==> config.mk <==
export PLATFORM = sky130hd
export DESIGN_NAME = lsu_mem_ctrl
export DESIGN_NICKNAME = d
export VERILOG_FILES = /design/src/rtl/lsu_mem_ctrl.sv
export SDC_FILE = /design/constraint.sdc
export NUM_CORES = 1
export LEC_CHECK = 0
export CAP_MARGIN = 20
export CORE_ASPECT_RATIO = 0.7
export CORE_MARGIN = 2
export CORE_UTILIZATION = 44
export DETAILED_ROUTE_END_ITERATION = 10
export GPL_TIMING_DRIVEN = 0
export HOLD_SLACK_MARGIN = 0.06
export PLACE_DENSITY = 0.88
export SYNTH_ARGS = -nofsm -noshare
export SYNTH_HDL_FRONTEND = slang
export SYNTH_SLANG_ARGS = --single-unit
==> constraint.sdc <==
create_clock -name clk -period 2.3 [get_ports clk]
set_input_delay 0.345 -clock clk [delete_from_list [all_inputs] [get_ports clk]]
set_output_delay 0.345 -clock clk [all_outputs]
set_load 0.02 [all_outputs]
==> src/rtl/lsu_mem_ctrl.sv <==
// ---------------------------------------------------------------------------
// lsu_mem_ctrl
//
// Load/store controller for the MEM stage. Takes the access held in the
// EX/MEM register, issues it on the data-memory req/gnt/rvalid bus, builds
// byte enables and lane-replicated store data, and aligns/extends load data.
// The pipeline (IF..MEM) is stalled until the access completes. Misaligned
// accesses are never issued; bus errors and timeouts abort the access.
//
// Parameters
//   TIMEOUT         cycles spent in REQ+WAIT without completion before abort
//
// Ports
//   clk, rstn       clock, synchronous active-low reset
//   flush_i         MEM-stage instruction is killed this cycle
//   is_load_mem     MEM instruction is a load
//   is_store_mem    MEM instruction is a store
//   mem_op_mem      funct3 (000 B, 001 H, 010 W, 100 BU, 101 HU)
//   alu_result_mem  effective byte address
//   rs2_data_mem    store source data
//   stall_o         hold IF..MEM (combinational)
//   load_data_o     aligned/extended load result, valid with load_valid_o
//   load_valid_o    1-cycle pulse: load completed
//   misalign_o      1-cycle pulse: access misaligned, not issued
//   bus_err_o       1-cycle pulse: response error or timeout
//   dmem_*_o        request channel (req, we, word addr, byte enables, wdata)
//   dmem_*_i        grant, response valid/data/error
// ---------------------------------------------------------------------------
module lsu_mem_ctrl #(
    parameter int unsigned TIMEOUT = 16
) (
    input  logic        clk,
    input  logic        rstn,
    input  logic        flush_i,
    input  logic        is_load_mem,
    input  logic        is_store_mem,
    input  logic [2:0]  mem_op_mem,
    input  logic [31:0] alu_result_mem,
    input  logic [31:0] rs2_data_mem,
    output logic        stall_o,
    output logic [31:0] load_data_o,
    output logic        load_valid_o,
    output logic        misalign_o,
    output logic        bus_err_o,
    output logic        dmem_req_o,
    output logic        dmem_we_o,
    output logic [31:0] dmem_addr_o,
    output logic [3:0]  dmem_be_o,
    output logic [31:0] dmem_wdata_o,
    input  logic        dmem_gnt_i,
    input  logic        dmem_rvalid_i,
    input  logic [31:0] dmem_rdata_i,
    input  logic        dmem_err_i
);

    localparam int unsigned TIMER_W = (TIMEOUT > 1) ? $clog2(TIMEOUT) : 1;

    typedef enum logic [1:0] {
        S_IDLE,
        S_REQ,
        S_WAIT,
        S_DRAIN
    } state_t;

    state_t state_q, state_d;

    logic [TIMER_W-1:0] timer_q;
    logic               timer_hit;

    // Registered request context needed to finish the access.
    logic [2:0]  req_op_q;
    logic [1:0]  req_off_q;
    logic        req_load_q;

    // Incoming access decode.
    logic        access;
    logic        is_wr;
    logic [1:0]  off;
    logic        size_h;
    logic        size_w;
    logic        misaligned;
    logic [3:0]  be_d;
    logic [31:0] wdata_d;

    // FSM outputs.
    logic start;
    logic done;
    logic fire_misalign;
    logic fire_err;
    logic fire_load;

    logic [31:0] rdata_sh;
    logic [31:0] load_ext;

    assign access = (is_load_mem | is_store_mem) & ~flush_i;
    // A simultaneous load+store flag is treated as a load.
    assign is_wr  = is_store_mem & ~is_load_mem;
    assign off    = alu_result_mem[1:0];

    // op[1] set selects word (covers 010, 011, 110, 111); op[2] only marks
    // the unsigned load variants and has no effect on size.
    assign size_w = mem_op_mem[1];
    assign size_h = ~mem_op_mem[1] & mem_op_mem[0];

    assign misaligned = (size_h & off[0]) | (size_w & (off != 2'b00));

    assign timer_hit = (timer_q == TIMER_W'(TIMEOUT - 1));

    // Byte enables and lane-replicated store data for the incoming access.
    always_comb begin
        // NOTE: every signal written here gets a default first, so no path
        // leaves it unassigned and no latch is inferred.
        be_d    = 4'b1111;
        wdata_d = '0;
        if (is_wr) begin
            if (size_w) begin
                be_d    = 4'b1111;
                wdata_d = rs2_data_mem;
            end else if (size_h) begin
                be_d    = 4'b0011 << off;
                wdata_d = {2{rs2_data_mem[15:0]}};
            end else begin
                be_d    = 4'b0001 << off;
                wdata_d = {4{rs2_data_mem[7:0]}};
            end
        end
    end

    // Next-state logic and completion events.
    always_comb begin
        state_d       = state_q;
        start         = 1'b0;
        done          = 1'b0;
        fire_misalign = 1'b0;
        fire_err      = 1'b0;
        fire_load     = 1'b0;

        unique case (state_q)
            S_IDLE: begin
                if (access) begin
                    if (misaligned) begin
                        done          = 1'b1;
                        fire_misalign = 1'b1;
                    end else begin
                        start   = 1'b1;
                        state_d = S_REQ;
                    end
                end
            end

            S_REQ: begin
                // A grant takes precedence: once the bus has accepted the
                // request a response is owed, so a flush in the same cycle
                // must drain it rather than drop it.
                if (dmem_gnt_i) begin
                    state_d = flush_i ? S_DRAIN : S_WAIT;
                end else if (flush_i) begin
                    state_d = S_IDLE;
                end else if (timer_hit) begin
                    done     = 1'b1;
                    fire_err = 1'b1;
                    state_d  = S_IDLE;
                end
            end

            S_WAIT: begin
                if (dmem_rvalid_i) begin
                    // A response in the flush cycle is consumed silently;
                    // waiting in DRAIN for a second one would never end.
                    state_d = S_IDLE;
                    if (!flush_i) begin
                        done = 1'b1;
                        if (dmem_err_i) begin
                            fire_err = 1'b1;
                        end else if (req_load_q) begin
                            fire_load = 1'b1;
                        end
                    end
                end else if (flush_i) begin
                    state_d = S_DRAIN;
                end else if (timer_hit) begin
                    done     = 1'b1;
                    fire_err = 1'b1;
                    state_d  = S_IDLE;
                end
            end

            S_DRAIN: begin
                if (dmem_rvalid_i) begin
                    state_d = S_IDLE;
                end
            end

            default: state_d = S_IDLE;
        endcase
    end

    // In DRAIN done is never set, so a new access simply waits.
    assign stall_o = access & ~done;

    // Load alignment and extension from the registered request.
    always_comb begin
        rdata_sh = dmem_rdata_i >> {req_off_q, 3'b000};
        if (req_op_q[1]) begin
            load_ext = dmem_rdata_i;
        end else if (req_op_q[0]) begin
            load_ext = req_op_q[2] ? {16'h0000, rdata_sh[15:0]}
                                   : {{16{rdata_sh[15]}}, rdata_sh[15:0]};
        end else begin
            load_ext = req_op_q[2] ? {24'h000000, rdata_sh[7:0]}
                                   : {{24{rdata_sh[7]}}, rdata_sh[7:0]};
        end
    end

    // State register.
    always_ff @(posedge clk) begin
        // NOTE: sequential state uses non-blocking assignments so every
        // register samples pre-edge values regardless of statement order.
        if (!rstn) begin
            state_q <= S_IDLE;
        end else begin
            state_q <= state_d;
        end
    end

    // Request channel, timer and result registers.
    always_ff @(posedge clk) begin
        if (!rstn) begin
            timer_q      <= '0;
            req_op_q     <= '0;
            req_off_q    <= '0;
            req_load_q   <= 1'b0;
            dmem_req_o   <= 1'b0;
            dmem_we_o    <= 1'b0;
            dmem_addr_o  <= '0;
            dmem_be_o    <= '0;
            dmem_wdata_o <= '0;
            load_data_o  <= '0;
            load_valid_o <= 1'b0;
            misalign_o   <= 1'b0;
            bus_err_o    <= 1'b0;
        end else begin
            // The request is visible exactly while the FSM sits in REQ.
            dmem_req_o <= (state_d == S_REQ);

            if (start) begin
                timer_q      <= '0;
                req_op_q     <= mem_op_mem;
                req_off_q    <= off;
                req_load_q   <= ~is_wr;
                dmem_we_o    <= is_wr;
                dmem_addr_o  <= {alu_result_mem[31:2], 2'b00};
                dmem_be_o    <= be_d;
                dmem_wdata_o <= wdata_d;
            end else if ((state_q == S_REQ || state_q == S_WAIT) && !timer_hit) begin
                // Saturates so a grant on the last allowed cycle still
                // leaves the access at its limit in WAIT.
                timer_q <= timer_q + 1'b1;
            end

            load_valid_o <= fire_load;
            misalign_o   <= fire_misalign;
            bus_err_o    <= fire_err;
            if (fire_load) begin
                load_data_o <= load_ext;
            end
        end
    end

endmodule

Word-level counts from Yosys, hierarchy flattened
Cells that the tools add are included.

Shift operators: 3. Multiplexer cells: 40. Equality and inequality tests: 5. Reductions and logical operators: 7. $add $sub $neg: 1. Bitwise logic cells: 14.

Operator list (number): $mux W32 (7); $shr A32 B5 Y16 (1); $mux W1 (19); $mux W2 (8); $mux W4 (3); $pmux W2 S4 (1); $and A1 B1 Y1 (6); $not A1 Y1 (6); $add A4 B1 Y4 const B (1); $eq A2 B1 Y1 const B (2); $eq A2 B2 Y1 const B (2); $eq A4 B4 Y1 const B (1); $shl A1 B2 Y4 const A (1); $shl A2 B2 Y4 const A (1); $pmux W1 S3 (1); $logic_not A2 Y1 (1); $or A1 B1 Y1 (2); $pmux W1 S2 (1); $reduce_and A2 Y1 (1); $reduce_bool A2 Y1 (1); $reduce_or A2 Y1 (1); $logic_and A1 B1 Y1 (1); $logic_not A1 Y1 (1); $logic_or A1 B1 Y1 (1).

Output and inout port bits: 106. Flip-flop bits (word level): 115. Logic and storage cells: 84.

Depth between registers and ports, before layout
Gate-level depths: netlist of the first run.

Word-level depth: 9. Depth in mapped cells: 8. Mapped depth without buffers: 6.

Least setup slack after synthesis of the first run
OpenSTA, ideal clock, no wires.

Kind: reg-to-output. From: reg state_q[1]. To: out stall_o. Cell stages (with the launch flop): 7. Setup slack: 439 ps. Data arrival time: 1516 ps. Path buffers: 0. Path through: dfxtp_1 inv_1 ha_1 or3b_2 nor2_1 a221oi_1 o21a_1.

Cells in the longest elaborated chain, start to end: 4. Elaborated cells on any way between the ends: 6. Those cells by class: eq/ne (2); mux (1); bitwise (2); reduce/logical (1).

Ends and longest elaborated chain: start: declaration (line 65) `state_t state_q, state_d;`; start signal: assignment (line 222) `state_q <= state_d;`; $eq A2 B2 Y1, or another cell as far along (line 138) `unique case (state_q)`; $pmux W1 S3 (*) (line 138); $not A1 Y1 (*) (line 199) `assign stall_o = access & ~done;`; $and A1 B1 Y1 (*) (line 199); end: declaration (line 40) `output logic stall_o,`.

Every way passes the cells marked *; elsewhere a longest branch is shown, timed or not.

Worst setup path in the final report of the first run
Ends and elaborated chain as after synthesis.

==> metrics.txt, run 1 <==
setup TNS 0 ns; CTS tree yes; register area 2310 um2; area share of fa/ha/maj cells after synthesis 0.01656; sequential share of the synthesized area 0.4354; total core area 11730 um2; Post-CTS Setup Inserts 0; final instance area 8230 um2; first-pass GRT wire length 27120 um; Pre-Repair DR Iteration Count 6; Hold Buf Count CTS 0; std cell rows 33; largest net degree at the start of global routing 17; leakage 2.922 nW; final setup vio count 0; Initial Util 0.4509; critical path data required time 1.96 ns; post-synth cell types 49; synth top area cells dfxtp_1 (44%), nand2_1 (9.0%), a21oi_1 (5.9%), mux2i_1 (5.1%), a31oi_4 (4.0%); Crit Path Class register to output pin; min cycle time layout 2.237 ns; crit share post-route 0.9726; Area Growth Syn to Fin 55.66%; diode count 0; later-pin clock latency in the skew report 0.40 ns; Die Height 95.72 um; Initial DRC Count 372; root buf cell clkbuf_16; Max Clock Skew 0.009504 ns; slowest cell delay on critical path 0.38 ns; fmax 0.4470 GHz; Yosys top cell by area dfxtp_1; Synth Area in Simple Gates 0.1735; number of I/O port buffers 209; critical path peak fanout 6; fin nets 951; worst slew pin tran 0.9768 ns; Peak VDD IR 595.7 uV; relative slew slack 0.3438; hold_ws 0.3510 ns; Vias/cell 5.430; yosys warns 0; gpl congestion 0.9663; area fraction of the dominant cell type after synthesis 0.4354; Chip Width 135.0 um; pre-CTS WS -0.5429 ns; CP Cell Sequence inv_4, ha_4, or3b_4, nor2_2, a221oi_2, o21a_1, buf_2; DP Area 7580 um2; vias in the first global route 5324; Multi-input gate area 2765 um2; drc violations 0; max-slew violation count 0; DIE AREA 12920 um2; H-tree level count 4; Worst path top cell family by delay simple AND/OR/NAND/NOR gates; post-synthesis xor/xnor area fraction 0.001656; gr usage total 0.2688; clock-pin slew on the worst setup and hold paths 0.05 ns; Top FF cell, synth dfxtp_1; crit path DAT 1.89 ns; Setup crit end kind output pin; Clock Path Buffers 2; Post-synth ARST share 0; unrepaired setup endpoints after global routing true; WL/cell 17.39 um; Clock Sinks 115; detailed placer's ending HPWL 13340 um; overflow left after global routing 0; Vias 5468; largest family of logic cells by synthesized area compound AO/OA/AOI/OAI gates; Final WS setup 0.06292 ns; Tot Pwr 0.006220 W; EDFF count, synth 0; startpoint class of the critical path register; Pwr per Cell Area 755.7 nW/um2; CP max-delay cell or3b_4; cts bufs inserted 17; Mean Syn Cell Area 8.682 um2; Post-DRT Antenna Nets 0; Layout fillers 963; Cells after Synth 609; final hold violations 0; Max-Cap Viols 0; share of layout cells above drive strength 1 0.08118; Final Routed Wirelength 17510 um; post-synthesis mux area share 0.05963; Top Ports 213; hold crit path type input port to register; antenna violations before repair 0; CP Buf/Inv Count 2; Synth Area in Compound Gates 0.2622; status completed; Yosys reg bits 115; synthesized area 5288 um2
[path summary, 6_finish.rpt]
path	start	end	slack, ns	cells after the start
max	state_q[1]	stall_o	0.06	7
min	rstn	state_q[0]	0.35	3
max reg2reg	state_q[0]	load_data_o[14]	0.16	7
min reg2reg	dmem_addr_o[6]	dmem_addr_o[6]	0.45	2
[timing repair]
action,CTS,global route
pin swaps,1,0
resized for setup,15,6
setup endpoints to repair,11,8
[Yosys cell counts (2+ instances only)]
cell type,count
a211oi_1,9
a21boi_0,2
a21oi_1,62
a221oi_1,2
a22o_1,8
a2bb2oi_1,7
a31oi_1,7
a31oi_4,10
and3_1,2
and4_1,2
buf_1,8
buf_2,5
buf_4,3
buf_6,2
clkbuf_1,32
dfxtp_1,115
ha_1,7
inv_1,6
mux2i_1,27
mux4_2,2
nand2_1,127
nand2b_1,13
nand3_1,12
nand4_1,2
nor2_1,23
nor2b_1,18
nor3_1,3
o211a_1,4
o211ai_1,12
o21ai_0,28
o2bb2ai_1,8
o31ai_1,14
o41ai_1,9
or2_2,2
or3_1,2
[power by group]
| group | internal (W) | total [W] | switching (W) |
|---|---|---|---|
| registers | 0.00212 | 0.00220 | 0.0000864 |
| clock network | 0.00173 | 0.00265 | 0.000918 |
| logic | 0.000605 | 0.00137 | 0.000763 |
[stage by stage]
| step | cells | utilization |
|---|---|---|
| after global placement | 976 | 0.6464 |
| after floorplan | 610 | - |
| after CTS | 1008 | 0.7000 |
| after global routing | 1007 | 0.7019 |
| final | 1007 | 0.7019 |
| after detailed placement | 976 | 0.6464 |
[flip-flops by register name, summed over array words and instances, names as in the netlist, 2 cells and up]
register,cells
timer_q,4
req_off_q,2
load_data_o,32
req_op_q,3
dmem_addr_o,30
state_q,2
dmem_wdata_o,32
dmem_be_o,4
[layer usage]
layer / part of all wire / global-route usage
met2: 0.44 / 0.4086
met1: 0.45 / 0.3589
met3: 0.093 / 0.1043
met5: 0 / 0
met4: 0.012 / 0.07205
[layout by cell type, fill, tap and decap left out, types with 5 or more instances in the layout]
cell type        netlist  layout
buf_1                  8       8
nand2_1              127     126
a31oi_4               10      10
inv_1                  6       5
a31oi_1                7       7
nand2b_1              13      13
nor2b_1               18      18
dfxtp_1              115     113
nor2_1                23      22
o2bb2ai_1              8       8
a21oi_1               62      62
clkbuf_1              32      31
a211oi_1               9       9
a2bb2oi_1              7       7
clkbuf_16              0      17
o41ai_1                9       9
a22o_1                 8       8
o31ai_1               14      14
buf_2                  5       6
clkdlybuf4s50_1        0     207
nand3_1               12      11
o211ai_1              12      12
mux2i_1               27      27
o21ai_0               28      28
ha_1                   7       6
[cells by family (layout without fill, tap and decap cells)]
group	Yosys count	in the layout
XOR/XNOR	1	1
adder cells (fa/ha/maj)	7	7
flip-flops	115	115
AO/OA/AOI/OAI	190	190
multiplexers	29	29
AND/OR/NAND/NOR	208	208
buffers and inverters	58	298
other	1	2
[tightest hold or removal path: stages]
cell	delay, ns
clkbuf_1	0.18
o41ai_1	0.13
a21oi_1	0.04
[area by class of cell]
| class | count | area share |
|---|---|---|
| multi-input combinational | 437 | 0.3360 |
| sequential | 115 | 0.2806 |
| timing repair buffer | 209 | 0.2539 |
| clock buffer | 19 | 0.05382 |
| buffer | 50 | 0.02888 |
| tap | 157 | 0.02387 |
| clock inverter | 13 | 0.01946 |
| inverter | 7 | 0.003497 |
No activity file was read; power rests on OpenSTA's default activity.
==> run 2: changes to the inputs <==
--- a/config.mk
+++ b/config.mk
@@ -8,11 +8,12 @@
 export CAP_MARGIN = 20
 export CORE_ASPECT_RATIO = 0.7
 export CORE_MARGIN = 2
-export CORE_UTILIZATION = 44
+export CORE_UTILIZATION = 45
+export CTS_BUF_LIST = sky130_fd_sc_hd__clkbuf_2 sky130_fd_sc_hd__clkbuf_4 sky130_fd_sc_hd__clkbuf_8
 export DETAILED_ROUTE_END_ITERATION = 10
 export GPL_TIMING_DRIVEN = 0
 export HOLD_SLACK_MARGIN = 0.06
-export PLACE_DENSITY = 0.88
+export PLACE_DENSITY = 0.9
 export SYNTH_ARGS = -nofsm -noshare
 export SYNTH_HDL_FRONTEND = slang
 export SYNTH_SLANG_ARGS = --single-unit
==> constraint.sdc (replaced) <==
create_clock -name clk -period 2.65 [get_ports clk]
set_input_delay 0.3975 -clock clk [delete_from_list [all_inputs] [get_ports clk]]
set_output_delay 0.3975 -clock clk [all_outputs]
set_load 0.02 [all_outputs]
==> run 2 against run 1 <==
Largest cell class unchanged. Setup slack improved by 0.0023 ns. Count of clock-buffer cells in the layout increased by 2. Largest power group is now registers. Wire length fell by 1.7%. Global-route usage is 0.61 points higher.
==> metrics.txt, run 2 (same netlist as run 1, synthesis figures left out) <==
status completed; Hold Crit Start rstn; commonest non-fill, non-tap cell in the layout clkdlybuf4s50_1; Area Growth Syn to Fin 50.64%; Chip Width 133.6 um (-1.1%); Tot Pwr 0.004547 W (-27%); gr usage total 0.2749 (+0.006148); crit path DAT 2.19 ns (+0.30 ns); P_int 0.003149 W (-29%); total core area 11600 um2 (-1.1%); FF-to-FF Start state_q[0]; Peak VDD IR 403.1 uV (-32%); Pre-Repair DR Iteration Count 5 (-1); Final Routed Wirelength 17210 um (-1.7%); Initial DRC Count 344 (-7.5%); Clock Sinks 115 (unchanged); Comb power frac 0.258 (+0.038); drc violations 0 (unchanged); first-pass GRT wire length 27070 um (-0.18%); std cell rows 33 (unchanged); Seq pwr share 0.418 (+0.064); fin nets 953 (+0.21%); Setup crit end kind output pin; final setup vio count 0 (unchanged); share of layout cells above drive strength 1 0.07547 (-0.005705); fmax 0.3869 GHz; Die Height 94.69 um (-1.1%); worst slew pin tran 0.7148 ns (-0.2619 ns); utilization after layout 0.6865 (-0.01537); CTS tree yes; Pwr per Cell Area 570.9 nW/um2 (-24%); vias in the first global route 5329 (+0.094%); Worst Setup SP mem_op_mem[1]; Vias/cell 5.323 (-2.0%); later-pin clock latency in the skew report 0.43 ns (+0.03 ns); critical path data required time 2.25 ns (+0.29 ns); Crit Path Class input port to output pin; Top Ports 213 (unchanged); overflow left after global routing 0 (unchanged); Initial Util 0.4557 (+0.004814); cts bufs inserted 17 (unchanged); DIE AREA 12650 um2 (-2.1%); WL/cell 17.13 um (-1.5%); leakage 2.820 nW (-3.5%); crit share post-route 0.9754; Clock Power Share 0.323 (-0.103); Vias 5350 (-2.2%); Clock Path Buffers 2 (unchanged); most frequent cells in the layout clkdlybuf4s50_1 (207), nand2_1 (127), dfxtp_1 (113); min cycle time layout 2.585 ns; gpl congestion 0.9947 (+2.9%); Largest regs dmem_wdata_o: 32 flops, load_data_o: 32 flops, dmem_addr_o: 30 flops; H-tree level count 4 (unchanged); number of I/O port buffers 209 (unchanged); Hold Buf Count CTS 0 (unchanged); diode count 0 (unchanged); critical path peak fanout 10 (+4); max-slew violation count 0 (unchanged); detailed placer's ending HPWL 13010 um (-2.5%); Max Clock Skew 0.01245 ns (+0.002948 ns); antenna violations before repair 0 (unchanged); root buf cell clkbuf_8; Max-Cap Viols 0 (unchanged); largest net degree at the start of global routing 17 (unchanged); Layout fillers 940 (-2.4%); relative slew slack 0.5235 (+0.1796); Post-DRT Antenna Nets 0 (unchanged); sw frac 0.3074 (+0.02323); Psw 0.001398 W (-21%); Post-CTS Setup Inserts 0 (unchanged); clock-pin slew on the worst setup and hold paths 0.06 ns (about the same); hold crit path type input port to register; final hold violations 0 (unchanged); startpoint class of the critical path input port
[run 2: cell types whose count changed in the layout (fill, tap and decap cells not counted), sizes merged]
cell         change
clkinvlp         -2
bufinv           -2
dlygate4sd2      +1
clkinv           -2
buf              -1
clkbuf           +4
[run 2: cell type report]
| class | instances | area, um2 | share of cell area |
|---|---|---|---|
| buffer | 51 | 241.5 | 0.03032 |
| clock buffer | 21 | 282.8 | 0.03550 |
| clock inverter | 7 | 60.06 | 0.007540 |
| inverter | 7 | 26.28 | 0.003299 |
| multi-input combinational | 437 | 2753 | 0.3456 |
| sequential | 115 | 2305 | 0.2893 |
| tap | 157 | 196.4 | 0.02466 |
| timing repair buffer | 210 | 2101 | 0.2637 |
[run 2: metrics by stage]
step	instance area, um2	TNS (ns)	hold slack [ns]	worst slack [ns]	cells
after CTS	7930	0	0.3882	0.003355	1004
after global placement	7580	-1.502	0.4343	-0.2934	976
after detailed placement	7580	-1.895	0.4475	-0.3166	976
after floorplan	5291	0	0.4453	0.7366	610
after global routing	7965	-0.02547	0.4441	-0.02547	1005
final	7965	0	0.4133	0.06523	1005
[run 2: per-layer routing]
metal	vias to the layer above	global-route usage	wire length, um	share of wire
met5	-	0	0	0
met4	0	0.08777	275	0.016
met3	24	0.09179	1502	0.087
met2	211	0.4338	7614	0.44
met1	2496	0.3582	7819	0.45
li1	2619	-	-	-
[run 2: critical path, cell delays in order]
cell	delay [ns]
clkdlybuf4s50_1	0.46
buf_2	0.21
nand2_1	0.17
nand2_1	0.13
a221oi_2	0.35
o21a_1	0.15
dlygate4sd2_1	0.33
[run 2: what timing repair did]
action / 4_1_cts / 5_1_grt
endpoints found under the setup margin: 1 / 3
pin swaps: 0 / 0
gates resized for setup: 6 / 8
[run 2: final timing paths]
kind,to,slack [ns],cells past startpoint
setup / recovery,stall_o,0.07,7
setup reg to reg,req_op_q[1],0.54,7
hold / removal,load_data_o[31],0.41,3
hold reg to reg,dmem_addr_o[4],0.45,2
[run 2: power by group through the flow]
stage / clock network (W) / logic (W) / registers, W
2_1_floorplan: 0 / 0.000569 / 0.00201
3_3_place_gp: 0 / 0.00113 / 0.00193
3_5_place_dp: 0 / 0.00115 / 0.00194
4_1_cts: 0.00150 / 0.00115 / 0.00190
5_1_grt: 0.00158 / 0.00128 / 0.00191
6_report: 0.00147 / 0.00117 / 0.00190
